==> src/rtl/digital_pfd_if.sv <==
// Signal bundle between the PLL feedback path and the digital phase-frequency
// detector: the two clock inputs being compared and every detector output.
interface digital_pfd_if #(
    parameter int CNT_W = 16
);
    logic                    ref_in;
    logic                    fb_in;
    logic                    up;
    logic                    dn;
    logic signed [CNT_W-1:0] err;
    logic                    err_valid;
    logic                    slip;
    logic                    lock;

    // Driver side: supplies ref/fb clocks, consumes detector results.
    modport master (
        output ref_in,
        output fb_in,
        input  up,
        input  dn,
        input  err,
        input  err_valid,
        input  slip,
        input  lock
    );

    // Detector side.
    modport slave (
        input  ref_in,
        input  fb_in,
        output up,
        output dn,
        output err,
        output err_valid,
        output slip,
        output lock
    );
endinterface

==> src/rtl/digital_pfd.sv <==
// Counter-based digital phase-frequency detector. Synchronises the reference
// and divided-VCO clocks into the system clock domain, measures the distance
// between paired rising edges as a signed cycle count, drives UP/DN levels,
// flags cycle slips and tracks lock over consecutive small-error measurements.
module digital_pfd #(
    parameter int CNT_W    = 16,
    parameter int LOCK_TOL = 2,
    parameter int LOCK_N   = 8
) (
    input  logic         clk,
    input  logic         rst_n,
    digital_pfd_if.slave pfd
);

    localparam int LC_W = $clog2(LOCK_N + 1);

    // Counter magnitude is one bit narrower than err so that both +max and
    // -max fit; -2^(CNT_W-1) is therefore never produced.
    localparam logic [CNT_W-2:0] CNT_MAX    = {(CNT_W-1){1'b1}};
    localparam logic [CNT_W-2:0] CNT_ONE    = {{(CNT_W-2){1'b0}}, 1'b1};
    localparam logic [CNT_W-2:0] CNT_ZERO   = {(CNT_W-1){1'b0}};
    localparam logic [CNT_W-2:0] TOL_C      = LOCK_TOL[CNT_W-2:0];
    localparam logic [LC_W-1:0]  LOCK_N_C   = LOCK_N[LC_W-1:0];
    localparam logic [LC_W-1:0]  LC_ONE     = {{(LC_W-1){1'b0}}, 1'b1};
    localparam logic [LC_W-1:0]  LC_ZERO    = {LC_W{1'b0}};
    localparam logic [CNT_W-1:0] ERR_ZERO   = {CNT_W{1'b0}};
    localparam logic [CNT_W-1:0] ERR_ONE    = {{(CNT_W-1){1'b0}}, 1'b1};

    typedef enum logic [1:0] {
        ST_IDLE      = 2'd0,
        ST_REF_FIRST = 2'd1,
        ST_FB_FIRST  = 2'd2
    } state_t;

    // Counter increment that sticks at the maximum instead of wrapping.
    function automatic logic [CNT_W-2:0] sat_inc(input logic [CNT_W-2:0] v);
        logic [CNT_W-2:0] res;
        if (v == CNT_MAX) begin
            res = v;
        end else begin
            res = v + CNT_ONE;
        end
        return res;
    endfunction

    // Two's complement signed error from a magnitude and a direction flag.
    function automatic logic [CNT_W-1:0] signed_err(input logic [CNT_W-2:0] mag,
                                                    input logic             neg);
        logic [CNT_W-1:0] ext;
        logic [CNT_W-1:0] res;
        ext = {1'b0, mag};
        if (neg) begin
            res = ~ext + ERR_ONE;
        end else begin
            res = ext;
        end
        return res;
    endfunction

    // Synchroniser and edge-detect registers
    logic r_ref_s1, r_ref_s2, r_ref_d, r_ref_e;
    logic r_fb_s1,  r_fb_s2,  r_fb_d,  r_fb_e;

    // FSM and datapath registers
    state_t           r_state;
    logic [CNT_W-2:0] r_cnt;
    logic [LC_W-1:0]  r_lock_cnt;

    // Registered outputs
    logic             r_up;
    logic             r_dn;
    logic [CNT_W-1:0] r_err;
    logic             r_err_valid;
    logic             r_slip;
    logic             r_lock;

    // Combinational next values
    state_t           w_state_next;
    logic [CNT_W-2:0] w_cnt_next;
    logic             w_emit;
    logic [CNT_W-2:0] w_mag;
    logic             w_neg;
    logic             w_slip;
    logic [LC_W-1:0]  w_lock_cnt_next;
    logic [CNT_W-1:0] w_err_val;

    // Two-flop synchronisers plus registered rising-edge detectors for both inputs.
    always_ff @(posedge clk or negedge rst_n) begin
        if (!rst_n) begin
            r_ref_s1 <= 1'b0;
            r_ref_s2 <= 1'b0;
            r_ref_d  <= 1'b0;
            r_ref_e  <= 1'b0;
            r_fb_s1  <= 1'b0;
            r_fb_s2  <= 1'b0;
            r_fb_d   <= 1'b0;
            r_fb_e   <= 1'b0;
        end else begin
            r_ref_s1 <= pfd.ref_in;
            r_ref_s2 <= r_ref_s1;
            r_ref_d  <= r_ref_s2;
            r_ref_e  <= r_ref_s2 & ~r_ref_d;
            r_fb_s1  <= pfd.fb_in;
            r_fb_s2  <= r_fb_s1;
            r_fb_d   <= r_fb_s2;
            r_fb_e   <= r_fb_s2 & ~r_fb_d;
        end
    end

    // FSM state register.
    always_ff @(posedge clk or negedge rst_n) begin
        if (!rst_n) begin
            r_state <= ST_IDLE;
        end else begin
            r_state <= w_state_next;
        end
    end

    // FSM next-state: which edge is waiting for its partner.
    always_comb begin
        w_state_next = r_state;
        case (r_state)
            ST_IDLE: begin
                if (r_ref_e && !r_fb_e) begin
                    w_state_next = ST_REF_FIRST;
                end else if (r_fb_e && !r_ref_e) begin
                    w_state_next = ST_FB_FIRST;
                end else begin
                    w_state_next = ST_IDLE;
                end
            end
            ST_REF_FIRST: begin
                if (r_fb_e) begin
                    // A coincident new reference edge opens the next measurement.
                    w_state_next = r_ref_e ? ST_REF_FIRST : ST_IDLE;
                end else begin
                    w_state_next = ST_REF_FIRST;
                end
            end
            ST_FB_FIRST: begin
                if (r_ref_e) begin
                    w_state_next = r_fb_e ? ST_FB_FIRST : ST_IDLE;
                end else begin
                    w_state_next = ST_FB_FIRST;
                end
            end
            default: begin
                w_state_next = ST_IDLE;
            end
        endcase
    end

    // FSM outputs: counter update, measurement emission and slip detection.
    always_comb begin
        w_cnt_next = r_cnt;
        w_emit     = 1'b0;
        w_mag      = CNT_ZERO;
        w_neg      = 1'b0;
        w_slip     = 1'b0;
        case (r_state)
            ST_IDLE: begin
                if (r_ref_e && r_fb_e) begin
                    w_emit     = 1'b1;
                    w_cnt_next = CNT_ZERO;
                end else if (r_ref_e || r_fb_e) begin
                    w_cnt_next = CNT_ONE;
                end else begin
                    w_cnt_next = CNT_ZERO;
                end
            end
            ST_REF_FIRST: begin
                if (r_fb_e) begin
                    w_emit     = 1'b1;
                    w_mag      = r_cnt;
                    w_cnt_next = r_ref_e ? CNT_ONE : CNT_ZERO;
                end else if (r_ref_e) begin
                    // Second reference edge with no feedback: slipped a cycle,
                    // keep timing against the original edge.
                    w_slip     = 1'b1;
                    w_cnt_next = sat_inc(r_cnt);
                end else begin
                    w_cnt_next = sat_inc(r_cnt);
                end
            end
            ST_FB_FIRST: begin
                if (r_ref_e) begin
                    w_emit     = 1'b1;
                    w_mag      = r_cnt;
                    w_neg      = 1'b1;
                    w_cnt_next = r_fb_e ? CNT_ONE : CNT_ZERO;
                end else if (r_fb_e) begin
                    w_slip     = 1'b1;
                    w_cnt_next = sat_inc(r_cnt);
                end else begin
                    w_cnt_next = sat_inc(r_cnt);
                end
            end
            default: begin
                w_cnt_next = CNT_ZERO;
            end
        endcase
    end

    // Signed error value for the measurement being emitted this cycle.
    always_comb begin
        w_err_val = signed_err(w_mag, w_neg);
    end

    // Lock counter next value: grows on in-tolerance results, clears otherwise or on slip.
    always_comb begin
        w_lock_cnt_next = r_lock_cnt;
        if (w_slip) begin
            w_lock_cnt_next = LC_ZERO;
        end else if (w_emit) begin
            if (w_mag <= TOL_C) begin
                w_lock_cnt_next = (r_lock_cnt == LOCK_N_C) ? LOCK_N_C : (r_lock_cnt + LC_ONE);
            end else begin
                w_lock_cnt_next = LC_ZERO;
            end
        end else begin
            w_lock_cnt_next = r_lock_cnt;
        end
    end

    // Datapath registers: counter and lock counter.
    always_ff @(posedge clk or negedge rst_n) begin
        if (!rst_n) begin
            r_cnt      <= CNT_ZERO;
            r_lock_cnt <= LC_ZERO;
        end else begin
            r_cnt      <= w_cnt_next;
            r_lock_cnt <= w_lock_cnt_next;
        end
    end

    // Output registers; err holds its last value between err_valid pulses.
    always_ff @(posedge clk or negedge rst_n) begin
        if (!rst_n) begin
            r_up        <= 1'b0;
            r_dn        <= 1'b0;
            r_err       <= ERR_ZERO;
            r_err_valid <= 1'b0;
            r_slip      <= 1'b0;
            r_lock      <= 1'b0;
        end else begin
            r_up        <= (w_state_next == ST_REF_FIRST);
            r_dn        <= (w_state_next == ST_FB_FIRST);
            r_err       <= w_emit ? w_err_val : r_err;
            r_err_valid <= w_emit;
            r_slip      <= w_slip;
            r_lock      <= (r_lock_cnt == LOCK_N_C);
        end
    end

    assign pfd.up        = r_up;
    assign pfd.dn        = r_dn;
    assign pfd.err       = r_err;
    assign pfd.err_valid = r_err_valid;
    assign pfd.slip      = r_slip;
    assign pfd.lock      = r_lock;

endmodule

==> src/flat_wrapper.sv <==
// flat-port wrapper written by rule: the top's interface ports become plain ports
module digital_pfd_flat 
#(
    parameter int CNT_W    = 16,
    parameter int LOCK_TOL = 2,
    parameter int LOCK_N   = 8
)
  (clk, rst_n, pfd_ref_in, pfd_fb_in, pfd_up, pfd_dn, pfd_err, pfd_err_valid, pfd_slip, pfd_lock);
  digital_pfd_if #(.CNT_W(CNT_W)) pfd_i ();
  input  logic clk;
  input  logic rst_n;
  input wire logic [$bits(pfd_i.ref_in)-1:0] pfd_ref_in;
  input wire logic [$bits(pfd_i.fb_in)-1:0] pfd_fb_in;
  output wire logic [$bits(pfd_i.up)-1:0] pfd_up;
  output wire logic [$bits(pfd_i.dn)-1:0] pfd_dn;
  output wire logic [$bits(pfd_i.err)-1:0] pfd_err;
  output wire logic [$bits(pfd_i.err_valid)-1:0] pfd_err_valid;
  output wire logic [$bits(pfd_i.slip)-1:0] pfd_slip;
  output wire logic [$bits(pfd_i.lock)-1:0] pfd_lock;
  assign pfd_i.ref_in = pfd_ref_in;
  assign pfd_i.fb_in = pfd_fb_in;
  assign pfd_up = pfd_i.up;
  assign pfd_dn = pfd_i.dn;
  assign pfd_err = pfd_i.err;
  assign pfd_err_valid = pfd_i.err_valid;
  assign pfd_slip = pfd_i.slip;
  assign pfd_lock = pfd_i.lock;
  digital_pfd #(.CNT_W(CNT_W), .LOCK_TOL(LOCK_TOL), .LOCK_N(LOCK_N)) u_core (.clk(clk), .rst_n(rst_n), .pfd(pfd_i));
endmodule
==> config.mk <==
export PLATFORM = sky130hd
export DESIGN_NAME = digital_pfd_flat
export DESIGN_NICKNAME = d
export VERILOG_FILES = /design/src/rtl/digital_pfd_if.sv /design/src/rtl/digital_pfd.sv /design/src/flat_wrapper.sv
export SDC_FILE = /design/constraint.sdc
export NUM_CORES = 1
export LEC_CHECK = 0
export CAP_MARGIN = 20
export CORE_MARGIN = 4
export CORE_UTILIZATION = 45
export CTS_CLUSTER_DIAMETER = 40
export DETAILED_ROUTE_END_ITERATION = 8
export GPL_TIMING_DRIVEN = 0
export PLACE_DENSITY = 0.67
export RECOVER_POWER = 100
export SLEW_MARGIN = 20
export SYNTH_ARGS = -nofsm -noshare
export SYNTH_HDL_FRONTEND = slang
export SYNTH_SLANG_ARGS = --single-unit
==> constraint.sdc <==
create_clock -name clk -period 5 [get_ports clk]
set_clock_uncertainty 0.05 [all_clocks]
set_input_delay 1.25 -clock clk [delete_from_list [all_inputs] [get_ports clk]]
set_output_delay 1.25 -clock clk [all_outputs]
set_load 0.05 [all_outputs]
==> run metrics <==
clock buffer depth=2; setup ws final=1.76 ns; Leak=1.49 nW; GPL Wtd Cong=0.933; Ant. Diodes=0; HP Class=flop to flop; CP Buf/Inv Count=2; DR pass1 iterations=4; Worst Path Required=5.04 ns; total track usage=18.6%; sequential fraction of the synthesis area=43.7%; Final Max Slew Viols=34; Starting DRT DRC Count=189; hold slack=0.305 ns; largest net degree at the start of global routing=34; initial antenna violation count=0; Post-synth top flop=dfrtp_1; Final #Nets=360; share of the synthesized area in the top cell type=43.7%; DP Worst Slack=2.02 ns; Crit path top cell by count=clkbuf_1; r2r setup slk=1.81 ns; Yosys warnings=0; gr ovfl total=0; final setup vio count=0; RSZ-0062 raised after global routing=no; crit-path max FO=33; Yosys cell types=52; crit path DAT=3.28 ns; min Tclk post-route=3.24 ns; port bufs=24; cell row count=28; clk root buf=clkbuf_8; Die H=87.8 um; Starting Density=47.3%; cell count after synthesis=311; Final Cell Area=3300 sq um; Area after DPL=3210 sq um; Synth area leader=dfrtp_1; Post-CTS Repair Setup Buffers=0; later-pin clock latency in the skew report=0.31 ns; Boundary Pins=25; Peak VDD IR=0.280 mV; Yosys reg bits=50; # clock sinks=50; ranking of synthesized cells by area=dfrtp_1, ha_1, nand2_1, nand3_1, a21oi_1; Worst-path clk slew=0.09 ns; Final Non-Filler Cells=419; post-route ant nets=0; syn_area_per_cell=9.21 sq um; Critical Path, Cell by Cell=clkbuf_1 > clkbuf_1; CP max stage delay=1.34 ns; failing checks=max-capacitance violations, max-slew violations; share of cells above drive strength 1=7.27%; drt via density=5.88; drt wl/cell=15.7 um; Area Growth Syn to Fin=15.1%; number of global-route vias before repair=2354; Core Area=6060 sq um; worst r2r path cells=13; PD cells=414 nW/um^2; EDFF count, synth=0; crit path kind=primary input to asynchronous set/reset pin; Hold Vio Cnt, Final=0; async set-reset flop share out of synthesis=100%; Min-Delay Path Depth=0; max cap viols=1; Slew headroom=-17.6%; first-pass GRT wire length=11500 um; f_max=0.309 GHz; Critical Path End Type=asynchronous set/reset pin; H-tree depth=2; die area=7710 sq um; status=complete, but fails checks; placed insts=411; setup tns final=0 ns; CTS resizes=0; Critical Path Start Type=primary input; DPL Wire Length=4830 um; Crit-path slowest cell=clkbuf_1; CTS tree=built; DRC=0; CTS Buf Count=5; Routed WL=6580 um; Hold Buf Count CTS=0; Post-Synthesis Cell Area=2870 sq um; Slew @ Worst Pin=1.76 ns; chip width=87.8 um; vias=2463; Levels on crit path=2; Top Family by Delay on Critical Path=buffers and inverters; syn nets=328; final clock period utilization by the worst path=64.8%
[cell type report]
| type | count | area (sq um) |
|---|---|---|
| Fill cell | 575 | 2760 |
| Multi-Input combinational cell | 224 | 1450 |
| Sequential cell | 50 | 1250 |
| Timing Repair Buffer | 25 | 238 |
| Buffer | 25 | 109 |
| Tap cell | 75 | 93.8 |
| Clock buffer | 5 | 68.8 |
| Clock inverter | 3 | 45.0 |
| Inverter | 12 | 45.0 |
[synth_stat cells (all sizes together) (4+ instances only)]
cell / number
a31o: 4
or3: 5
mux2i: 7
nor4: 12
dfrtp: 50
and3: 8
clkbuf: 10
nand3: 20
a21oi: 18
nand2: 27
nor2b: 5
buf: 15
and2: 4
ha: 13
nor2: 19
o21ai: 15
a31oi: 4
nand4: 11
inv: 12
nor3: 6
[where the power goes]
group | switching [W] | internal [W]
Sequential | 0.0000504 | 0.000466
Combinational | 0.000388 | 0.000172
Clock | 0.000142 | 0.000149
Total | 0.000580 | 0.000787
[routing by layer]
layer  track usage (%)  vias up  share of wire [%]
li1                  -     1215                  -
met1              26.0     1172                 47
met2              29.2       64                 46
met3              3.20       12                5.0
met4              6.28        0                1.9
met5                 0        -                  0
[cells in the final DEF, fill, tap and decap left out, types with 3 or more instances in the layout]
master         netlist  routed
dfrtp_1             50      50
nand2_1             27      27
dlygate4sd3_1        0      23
nand3_1             20      20
clkbuf_1            10      19
nor2_1              19      19
a21oi_1             18      18
o21ai_0             15      15
ha_1                13      13
inv_1               11      12
nand4_1             10      10
nor4_1              10      10
and3_1               8       8
mux2i_1              7       7
buf_2               11       6
nor3_1               6       6
or3_1                5       5
nor2b_1              5       5
clkbuf_8             0       5
a31oi_1              4       4
a31o_2               4       4
a22o_1               3       3
nand2b_1             3       3
or4_1                3       3
o211ai_1             3       3
o31ai_1              3       3
a211o_1              3       3
[logic make-up (layout without fill, tap and decap cells)]
| kind of cell | Yosys count | count (layout) | synth area share (%) |
|---|---|---|---|
| multiplexers | 8 | 8 | 2.84 |
| AO/OA/AOI/OAI | 74 | 74 | 17.5 |
| buffers and inverters | 37 | 70 | 5.59 |
| AND/OR/NAND/NOR | 129 | 129 | 24.7 |
| adder cells (fa/ha/maj) | 13 | 13 | 5.68 |
| flip-flops | 50 | 50 | 43.7 |
[path summary, 6_finish.rpt]
path | end | start
worst min register to register | u_core.r_fb_s2 | u_core.r_fb_s1
worst min-delay path | u_core.r_fb_s2 | u_core.r_fb_s1
max in group clk | u_core.pfd.err[12] | u_core.r_state[0]
worst max-delay path | u_core.r_cnt[5] | rst_n
min in group asynchronous | u_core.pfd.err[3] | rst_n
worst max register to register | u_core.pfd.err[12] | u_core.r_state[0]
[sequential cells by signal, indices dropped and copies added (netlist names)]
register,flops
u_core.r_ref_e,1
u_core.r_ref_s2,1
u_core.r_lock_cnt,4
u_core.pfd.err,16
u_core.pfd.slip,1
u_core.pfd.up,1
u_core.pfd.lock,1
u_core.r_ref_d,1
u_core.r_state,2
u_core.r_fb_s1,1
u_core.r_fb_e,1
u_core.r_ref_s1,1
u_core.pfd.dn,1
u_core.r_fb_s2,1
u_core.r_fb_d,1
u_core.r_cnt,15
u_core.pfd.err_valid,1
[through the flow]
| step | total power (W) | utilization (%) |
|---|---|---|
| floorplan | 0.000925 | - |
| detailed placement | 0.00110 | 53.0 |
| finish | 0.00137 | 54.4 |
| global placement | 0.00110 | 52.8 |
| global route | 0.00146 | 54.4 |
| CTS | 0.00139 | 54.9 |
No activity file was read; power rests on OpenSTA's default activity.
